<file path="config.mk">
export PLATFORM = sky130hd
export DESIGN_NAME = fsb_match_probe
export DESIGN_NICKNAME = d
export VERILOG_FILES = /design/src/rtl/fsb_match_probe.sv
export SDC_FILE = /design/constraint.sdc
export NUM_CORES = 1
export LEC_CHECK = 0
export CORE_MARGIN = 5
export CORE_UTILIZATION = 40
export DETAILED_ROUTE_END_ITERATION = 16
export GPL_TIMING_DRIVEN = 0
export PLACE_DENSITY = 0.62
export SLEW_MARGIN = 30
export SYNTH_ARGS = -nofsm -noshare
export SYNTH_HDL_FRONTEND = slang
export SYNTH_SLANG_ARGS = --single-unit
</file>
<file path="constraint.sdc">
create_clock -name FSBCLK -period 3.16 [get_ports FSBCLK]
set_clock_uncertainty 0.2 [all_clocks]
set_input_delay 0.316 -clock FSBCLK [delete_from_list [all_inputs] [get_ports FSBCLK]]
set_output_delay 0.316 -clock FSBCLK [all_outputs]
set_load 0.02 [all_outputs]
</file>
<file path="src/rtl/fsb_match_probe.sv">
// fsb_match_probe: multi-channel FSB address match probe, qualified by address stability.
// Define FSB_MATCH_PROBE_HITCNT_EN to add per-channel hit counters and the CNT_DATA readback.
module fsb_match_probe #(
    parameter int AW     = 32,
    parameter int NCH    = 4,
    parameter int STABLE = 2,
    parameter int CW     = 16,
    parameter int CHW    = (NCH > 1) ? $clog2(NCH) : 1
) (
    input  logic           FSBCLK,
    input  logic           nRST,
    input  logic           CPU_nAS,
    input  logic           INt,
    input  logic [AW-1:0]  FSB_A,
    input  logic           CFG_WE,
    input  logic [CHW-1:0] CFG_CH,
    input  logic           CFG_EN,
    input  logic [AW-1:0]  CFG_ADDR,
    input  logic [AW-1:0]  CFG_MASK,
    input  logic           CNT_CLR,
    input  logic [CHW-1:0] CNT_CH,
    output logic [NCH-1:0] MATCH,
    output logic           OUTt,
    output logic [CW-1:0]  CNT_DATA
);
    localparam logic [3:0] STABLE_V = 4'(STABLE);

    logic [AW-1:0]  a_r;
    logic [3:0]     scnt;
    logic [3:0]     scnt_nxt;
    logic           qual;
    logic           cfg_ok;
    logic [NCH-1:0] ch_en;
    logic [AW-1:0]  ch_addr [NCH];
    logic [AW-1:0]  ch_mask [NCH];
    logic [NCH-1:0] hit;
    logic [NCH-1:0] match_nxt;

    assign qual   = ~CPU_nAS & INt;
    assign cfg_ok = CFG_WE && (int'(CFG_CH) < NCH);

    // A new strobe or a moved address restarts the count at 1; otherwise saturate at STABLE.
    always_comb begin
        // NOTE: every always_comb output gets a default first so no path can infer a latch.
        scnt_nxt = '0;
        if (qual) begin
            if (scnt == '0 || FSB_A != a_r)
                scnt_nxt = 4'd1;
            else if (scnt >= STABLE_V)
                scnt_nxt = STABLE_V;
            else
                scnt_nxt = scnt + 4'd1;
        end
    end

    always_comb begin
        hit       = '0;
        match_nxt = '0;
        for (int i = 0; i < NCH; i++) begin
            hit[i]       = ch_en[i] && (((FSB_A ^ ch_addr[i]) & ch_mask[i]) == '0);
            match_nxt[i] = (scnt_nxt == STABLE_V) && hit[i];
        end
    end

    always_ff @(posedge FSBCLK) begin
        // NOTE: state is written with <= so every register samples pre-edge values.
        if (!nRST) begin
            a_r   <= '0;
            scnt  <= '0;
            MATCH <= '0;
            OUTt  <= 1'b0;
            ch_en <= '0;
            // NOTE: the channel table is reset deliberately; a probe must never match on stale config.
            for (int i = 0; i < NCH; i++) begin
                ch_addr[i] <= '0;
                ch_mask[i] <= '0;
            end
        end else begin
            a_r   <= FSB_A;
            scnt  <= scnt_nxt;
            MATCH <= match_nxt;
            OUTt  <= |match_nxt;
            if (cfg_ok) begin
                ch_en[CFG_CH]   <= CFG_EN;
                ch_addr[CFG_CH] <= CFG_ADDR;
                ch_mask[CFG_CH] <= CFG_MASK;
            end
        end
    end

`ifdef FSB_MATCH_PROBE_HITCNT_EN
    logic [CW-1:0]  hit_cnt [NCH];
    logic [NCH-1:0] rise;

    // One count per bus cycle: only the rising edge of each match flag counts.
    assign rise = match_nxt & ~MATCH;

    always_ff @(posedge FSBCLK) begin
        if (!nRST) begin
            CNT_DATA <= '0;
            for (int i = 0; i < NCH; i++)
                hit_cnt[i] <= '0;
        end else begin
            CNT_DATA <= (int'(CNT_CH) < NCH) ? hit_cnt[CNT_CH] : '0;
            for (int i = 0; i < NCH; i++) begin
                if (CNT_CLR)
                    hit_cnt[i] <= '0;
                else if (rise[i] && hit_cnt[i] != '1)
                    hit_cnt[i] <= hit_cnt[i] + CW'(1);
            end
        end
    end
`else
    logic unused_cnt;

    assign unused_cnt = ^{CNT_CLR, CNT_CH};
    assign CNT_DATA   = '0;
`endif

endmodule

</file>
* After elaboration in Yosys (flattened, before gate mapping)
Memories as Yosys holds them, arrays and structs flattened. Index checks and enable logic that the tools add are counted.
Word-level totals: RAM bits 256, word-level logic and storage cells 57, bits in registers 45, input port bits 107, memories kept 2, latch bits 0, output and inout port bits 21, ROM bits 0
Operators by class: bitwise logic cells 10, add/sub/neg operators 1, $lt $le $gt $ge 3, divide/modulo/power cells 0, reductions and logical operators 18, multipliers 0, shifts and indexed selects 0, mux-type cells 16, equal/unequal tests 2
Memory list:
- ch_addr | depth 4, width 32, rd ports 4, clocked after Yosys merged registers in 0, wr ports 4, line 34 | logic [AW-1:0] ch_addr [NCH];
- ch_mask | depth 4, width 32, rd ports 4, clocked after Yosys merged registers in 0, wr ports 4, line 35 | logic [AW-1:0] ch_mask [NCH];
Operators by type and width (count):
- $and A32 B32 Y32 | 4
- $logic_not A32 Y1 | 4
- $xor A32 B32 Y32 | 4
- $mux W32 | 2
- $reduce_or A32 Y1 | 2
- $ne A32 B32 Y1 | 1
- $mux W4 | 3
- $logic_and A1 B1 Y1 | 9
- $mux W1 | 7
- $add A4 B1 Y4 const B | 1
- $bwmux W4 | 1
- $eq A4 B2 Y1 const B | 1
- $ge A4 B2 Y1 const B | 1
- $logic_not A4 Y1 | 1
- $mux W2 | 2
- $reduce_or A4 Y1 | 1
- $lt A2 B3 Y1 const B | 1
- $demux W1 S2 | 1
- $ge A2 B1 Y1 const B | 1
- $and A1 B1 Y1 | 1
- $logic_or A1 B1 Y1 | 1
- $not A1 Y1 | 1

* Logic depth before layout (Yosys ltp)
Gate-level depths: netlist of run 1.
depth after elaboration 7, depth in mapped cells 7, depth with buffers taken out 7

* Worst setup path before layout of run 1
Ideal clock, no wire load.
kind input to register, from input nRST, to memory ch_addr[1][0], enable pin, data required time 2.268 ns, stages on the path 2, buffers on the path 1, setup time 0.692 ns, arrival 1.629 ns, slack 0.639 ns, cells stage by stage clkbuf_1 -> nand2_1
RTL lines:
- from (decl) | line 11 | input logic nRST,
- to (decl) | line 34

* Worst setup path in the final report of run 1
from input FSB_A[18], to register OUTt
On the way: word-level cells in the longest chain between the ends 7, elaborated cells on any way between the ends 26, classes of those cells eq/ne (2); mux (2); bitwise (8); reduce/logical (14)
Ends and longest elaborated chain:
- from (decl) | line 14 | input logic [AW-1:0] FSB_A,
- $ne A32 B32 Y1 | line 47 | if (scnt == '0 || FSB_A != a_r)
- $logic_or A1 B1 Y1 | line 47
- $mux W4 | line 47
- $mux W4 | line 46 | if (qual) begin
- $eq A4 B2 Y1 | line 61 | match_nxt[i] = (scnt_nxt == STABLE_V) && hit[i];
- $logic_and A1 B1 Y1 | line 61
- $reduce_or A4 Y1 (*) | line 82 | OUTt <= |match_nxt;
- to (signal assigned) | line 82
- to (decl) | line 23 | output logic OUTt,
Mark *: on every way between the ends. The rest lies on a longest branch, timed or not. A chain may end at the register's enable or synchronous reset.

==> impl_metrics.csv, run 1 <==
group,metric,value,unit
final_layout,number_of_fill_cells_in_the_layout,2816,
clocking,cts_made_buffers,30,
timing,timing.final.setup_violations,0,
hold_path,hold_start,"FSB_A[10]",
place,dp_worst_setup_slack,-438,ps
synth,synth_top_family_by_area,"simple AND/OR/NAND/NOR gates",
die,core_area,31600,um^2
synth,synth_largest_area_cell,"edfxtp_1",
synth,synth_cell_type_count,40,
synth,yosys_warnings,0,
clocking,clock_tree_from_tritoncts,"yes",
global_route,global_route.usage.total,21.0,%
hold_path,timing.hold.worst.class,"primary input to flip-flop",
hold_path,min_path_cells,2,
critical_path,crit_slowest_cell,"or4_1",
critical_path,arrival,3110,ps
place,place_congestion,0.846,
synth,synth_sequential_area_ratio,66.8,%
detailed_routing,vias,8220,
detailed_routing,detail_route.wirelength,38.1,mm
power,leakage,6.17,nW
critical_path,worst-endpoint-required,3430,ps
synth,ys_seq_elements,301,
critical_path,cp_max_fo,6,
timing,drv_slew,0,
critical_path,crit_path_max_incr_delay,630,ps
global_route,number_of_antenna_violations_at_the_first_check_in_global_routing,1,
die,chipHeight,189,um
critical_path,reg2reg_depth,6,
synth,yosys.area_share.xor_xnor,10.9,%
timing,max_freq,353,MHz
detailed_routing,route.detailed.wl_per_inst,23.6,um
die,floorplan.initialDensity,40.6,%
place,place.detailed.instances,1532,
global_route,pin_count_of_the_biggest_net_entering_global_routing,42,
detailed_routing,drc,0,
die,rows,65,
hold_path,hold_end,"a_r[10]",
synth,synth_top_area_share,59.8,%
detailed_routing,drt-vias-per-instance,5.08,
final_layout,final_cell_count_no_fill,1617,
critical_path,endpoint_of_the_worst_slack_reg_to_reg_timing_path,"OUTt",
timing,final_period_minus_worst_setup_slack,2840,ps
synth,synth_compound_gate_area_share,4.41,%
final_layout,layout.area.seq,8590,um^2
power,vdd.ir_drop.worst,0.525,mV
final_layout,layout.core_utilization,49.3,%
detailed_routing,drt_first_iter_violations,922,
critical_path,timing.critical_path.cells,"dlygate4sd3_1, buf_6, xor2_1, a22o_1, a221oi_1, nand3_1, or4_1, a41oi_2",
detailed_routing,final_antenna_net_count,0,
timing,layout_setup_ws,324,ps
timing,finalCritPeriodShare,89.7,%
clocking,clk_pin_slew_worst_paths,60,ps
detailed_routing,router_iterations_before_antenna_repair,5,
die,design.die.area,35800,um^2
die,top_level_ports,128,
synth,synthTopCellsByArea,"edfxtp_1 (60%), xor2_1 (11%), dfxtp_1 (7.0%), nor2_1 (5.9%), nand2_1 (2.2%)",
global_route,grt_first_pass_wirelength,55.2,mm
synth,synth_simple_gate_area_share,11.9,%
final_layout,area_taken_by_multi_input_logic_gates,3660,um^2
timing,holdWs,16.4,ps
final_layout,flow.area_growth_from_synthesis,21.5,%
critical_path,reg2reg_slack,430,ps
place,io_buffer_count,76,
final_layout,final_net_count,1299,
power,finalPower,9.36,mW
clocking,clock_tree.buffer_depth,3,
die,floorplan.die.width,189,um
synth,synthesis.instances,1034,
synth,synth_adder_area_share,0.292,%
clocking,clk_sinks,301,
global_route,first_global_vias,8464,
synth,syn_area,12800,um^2
clocking,clk_latency,570,ps
global_route,overflow,0,
run,max-cap-violations,0,
run_status,outcome,"completed",
final_layout,drive_above_1_share,8.16,%
critical_path,worst_r2r_startpoint,"ch_addr[1][18]",
synth,synth.area.mux_share,0.234,%
place,place.detailed.hpwl,27.4,mm
clocking,clk_root_buf,"clkbuf_16",
timing,worst_slew_margin_rel,37.5,%
timing,finalHoldViolCount,0,
timing,rsz0062_at_grt,"false",
critical_path,cp-end-kind,"flip-flop",
critical_path,worst_setup_path_start_kind,"primary input",
synth,synthesis.area_per_instance,12.4,um^2
power,power.density,600,nW/um^2
clocking,cts_htree_levels,1,
timing,worst_slew_pin_slew,938,ps
critical_path,critical_path_class,"primary input to flip-flop",
## cell type report
class | count | area share [%]
antenna | 2 | 0.0321
clock inverter | 8 | 0.641
tap | 402 | 3.22
multi-input combinational | 603 | 23.5
sequential | 301 | 55.0
timing repair buffer | 108 | 7.28
clock buffer | 48 | 5.88
inverter | 66 | 1.59
buffer | 79 | 2.84
## stage by stage
step / instance area [um^2] / TNS [ps]
floorplan: 12900 / 0
global placement: 14200 / -348580
detailed placement: 14300 / -34670
CTS: 15600 / 0
global route: 15600 / 0
finish: 15600 / 0
## cells by family after synthesis
group / count (synthesis)
xor+xnor: 160
fa+ha+maj: 3
compound gates: 65
simple gates: 355
flops: 301
buf+inv: 146
mux: 3
other cells: 1
## worst max-delay path by stage
| stage | depth (start not counted) | slack (ps) | endpoint | from |
|---|---|---|---|---|
| floorplan | 2 | 640 | ch_addr[1][0] | nRST |
| global placement | 3 | -1360 | ch_addr[3][1] | nRST |
| detailed placement | 6 | -440 | ch_mask[0][9] | nRST |
| CTS | 6 | 190 | ch_mask[0][9] | CFG_WE |
| global route | 8 | 150 | OUTt | FSB_A[26] |
| finish | 8 | 320 | OUTt | FSB_A[18] |
## critical path: cells and delay by family
family / cells / cell delay [ps]
AO/OA/AOI/OAI: 3 / 1030
XOR/XNOR: 1 / 190
buffers and inverters: 2 / 720
AND/OR/NAND/NOR: 2 / 860
## what timing repair did
action | in CTS | in global routing
setup endpoints to repair | 0 | 1
hold buffers | 28 | 0
gates resized for setup | 0 | 2
hold endpoints to repair | 28 | 0
setup buffers | 0 | 0
## cell usage in the layout, fill, tap and decap left out, types with 3 or more instances in the layout
master and count:
buf_4 16, clkdlybuf4s50_1 76, buf_6 8, nor4_1 7
nand3_1 12, clkbuf_16 30, a222oi_1 4, ha_1 3
a221oi_2 5, nand4_1 9, nand2_4 4, edfxtp_1 256
nand2_1 72, a221oi_1 7, xor2_1 158, nor2b_1 3
a22o_1 12, buf_1 17, inv_1 66, mux2i_1 3
dfxtp_1 45, clkbuf_1 36, nand3b_1 3, conb_1 17
clkinv_2 4, and2_1 32, a22oi_1 32, clkbuf_8 11
buf_2 7, dlygate4sd3_1 28, nor2_1 202
## cells in the mapped netlist (all sizes together)
master / n
a22oi: 32
a21boi: 1
nand2b: 2
nand4: 9
a221oi: 12
a41oi: 1
dfxtp: 45
nor3: 1
ha: 3
or2: 1
or4: 4
and4: 1
a222oi: 4
buf: 48
xor2: 158
nor4: 8
o21ai: 1
a22o: 12
nand3: 12
nand3b: 3
nor2b: 3
clkbuf: 32
nor2: 202
inv: 66
and2: 33
o21a: 1
nand2: 76
mux2i: 3
a2111oi: 1
edfxtp: 256
xnor2: 2
conb: 1
## sequential cells by signal, indices dropped and copies added, names as in the netlist
name	flops
MATCH	4
ch_mask	128
ch_en	4
OUTt	1
scnt	4
a_r	32
ch_addr	128
## layer usage
layer	track usage [%]	wire [um]	vias to the layer above
met1	29.0	16100	4054
met5	0	13	-
met4	7.87	1410	2
li1	-	-	3769
met3	3.69	2820	66
met2	33.6	17800	329
## where the power goes
| part | internal, mW | switching, mW | leakage [nW] |
|---|---|---|---|
| Sequential | 4.61 | 0.103 | 2.89 |
| Combinational | 0.369 | 0.627 | 2.77 |
| Clock | 2.14 | 1.51 | 0.503 |
(Power assumes the default switching activity.)
==> inputs of run 2 (changes only) <==
--- a/config.mk
+++ b/config.mk
@@ -14,3 +14,4 @@
 export SYNTH_ARGS = -nofsm -noshare
 export SYNTH_HDL_FRONTEND = slang
 export SYNTH_SLANG_ARGS = --single-unit
+export TNS_END_PERCENT = 5
==> results of run 2 <==
Same layout as run 1: the final DEF is identical, and so are final timing and power.
==> inputs of run 3 (changes only) <==
--- a/config.mk
+++ b/config.mk
@@ -8,6 +8,7 @@
 export CORE_MARGIN = 5
 export CORE_UTILIZATION = 40
 export DETAILED_ROUTE_END_ITERATION = 16
+export GPL_ROUTABILITY_DRIVEN = 0
 export GPL_TIMING_DRIVEN = 0
 export PLACE_DENSITY = 0.62
 export SLEW_MARGIN = 30
==> results of run 3 <==
Same layout as run 1: the final DEF is identical, and so are final timing and power.
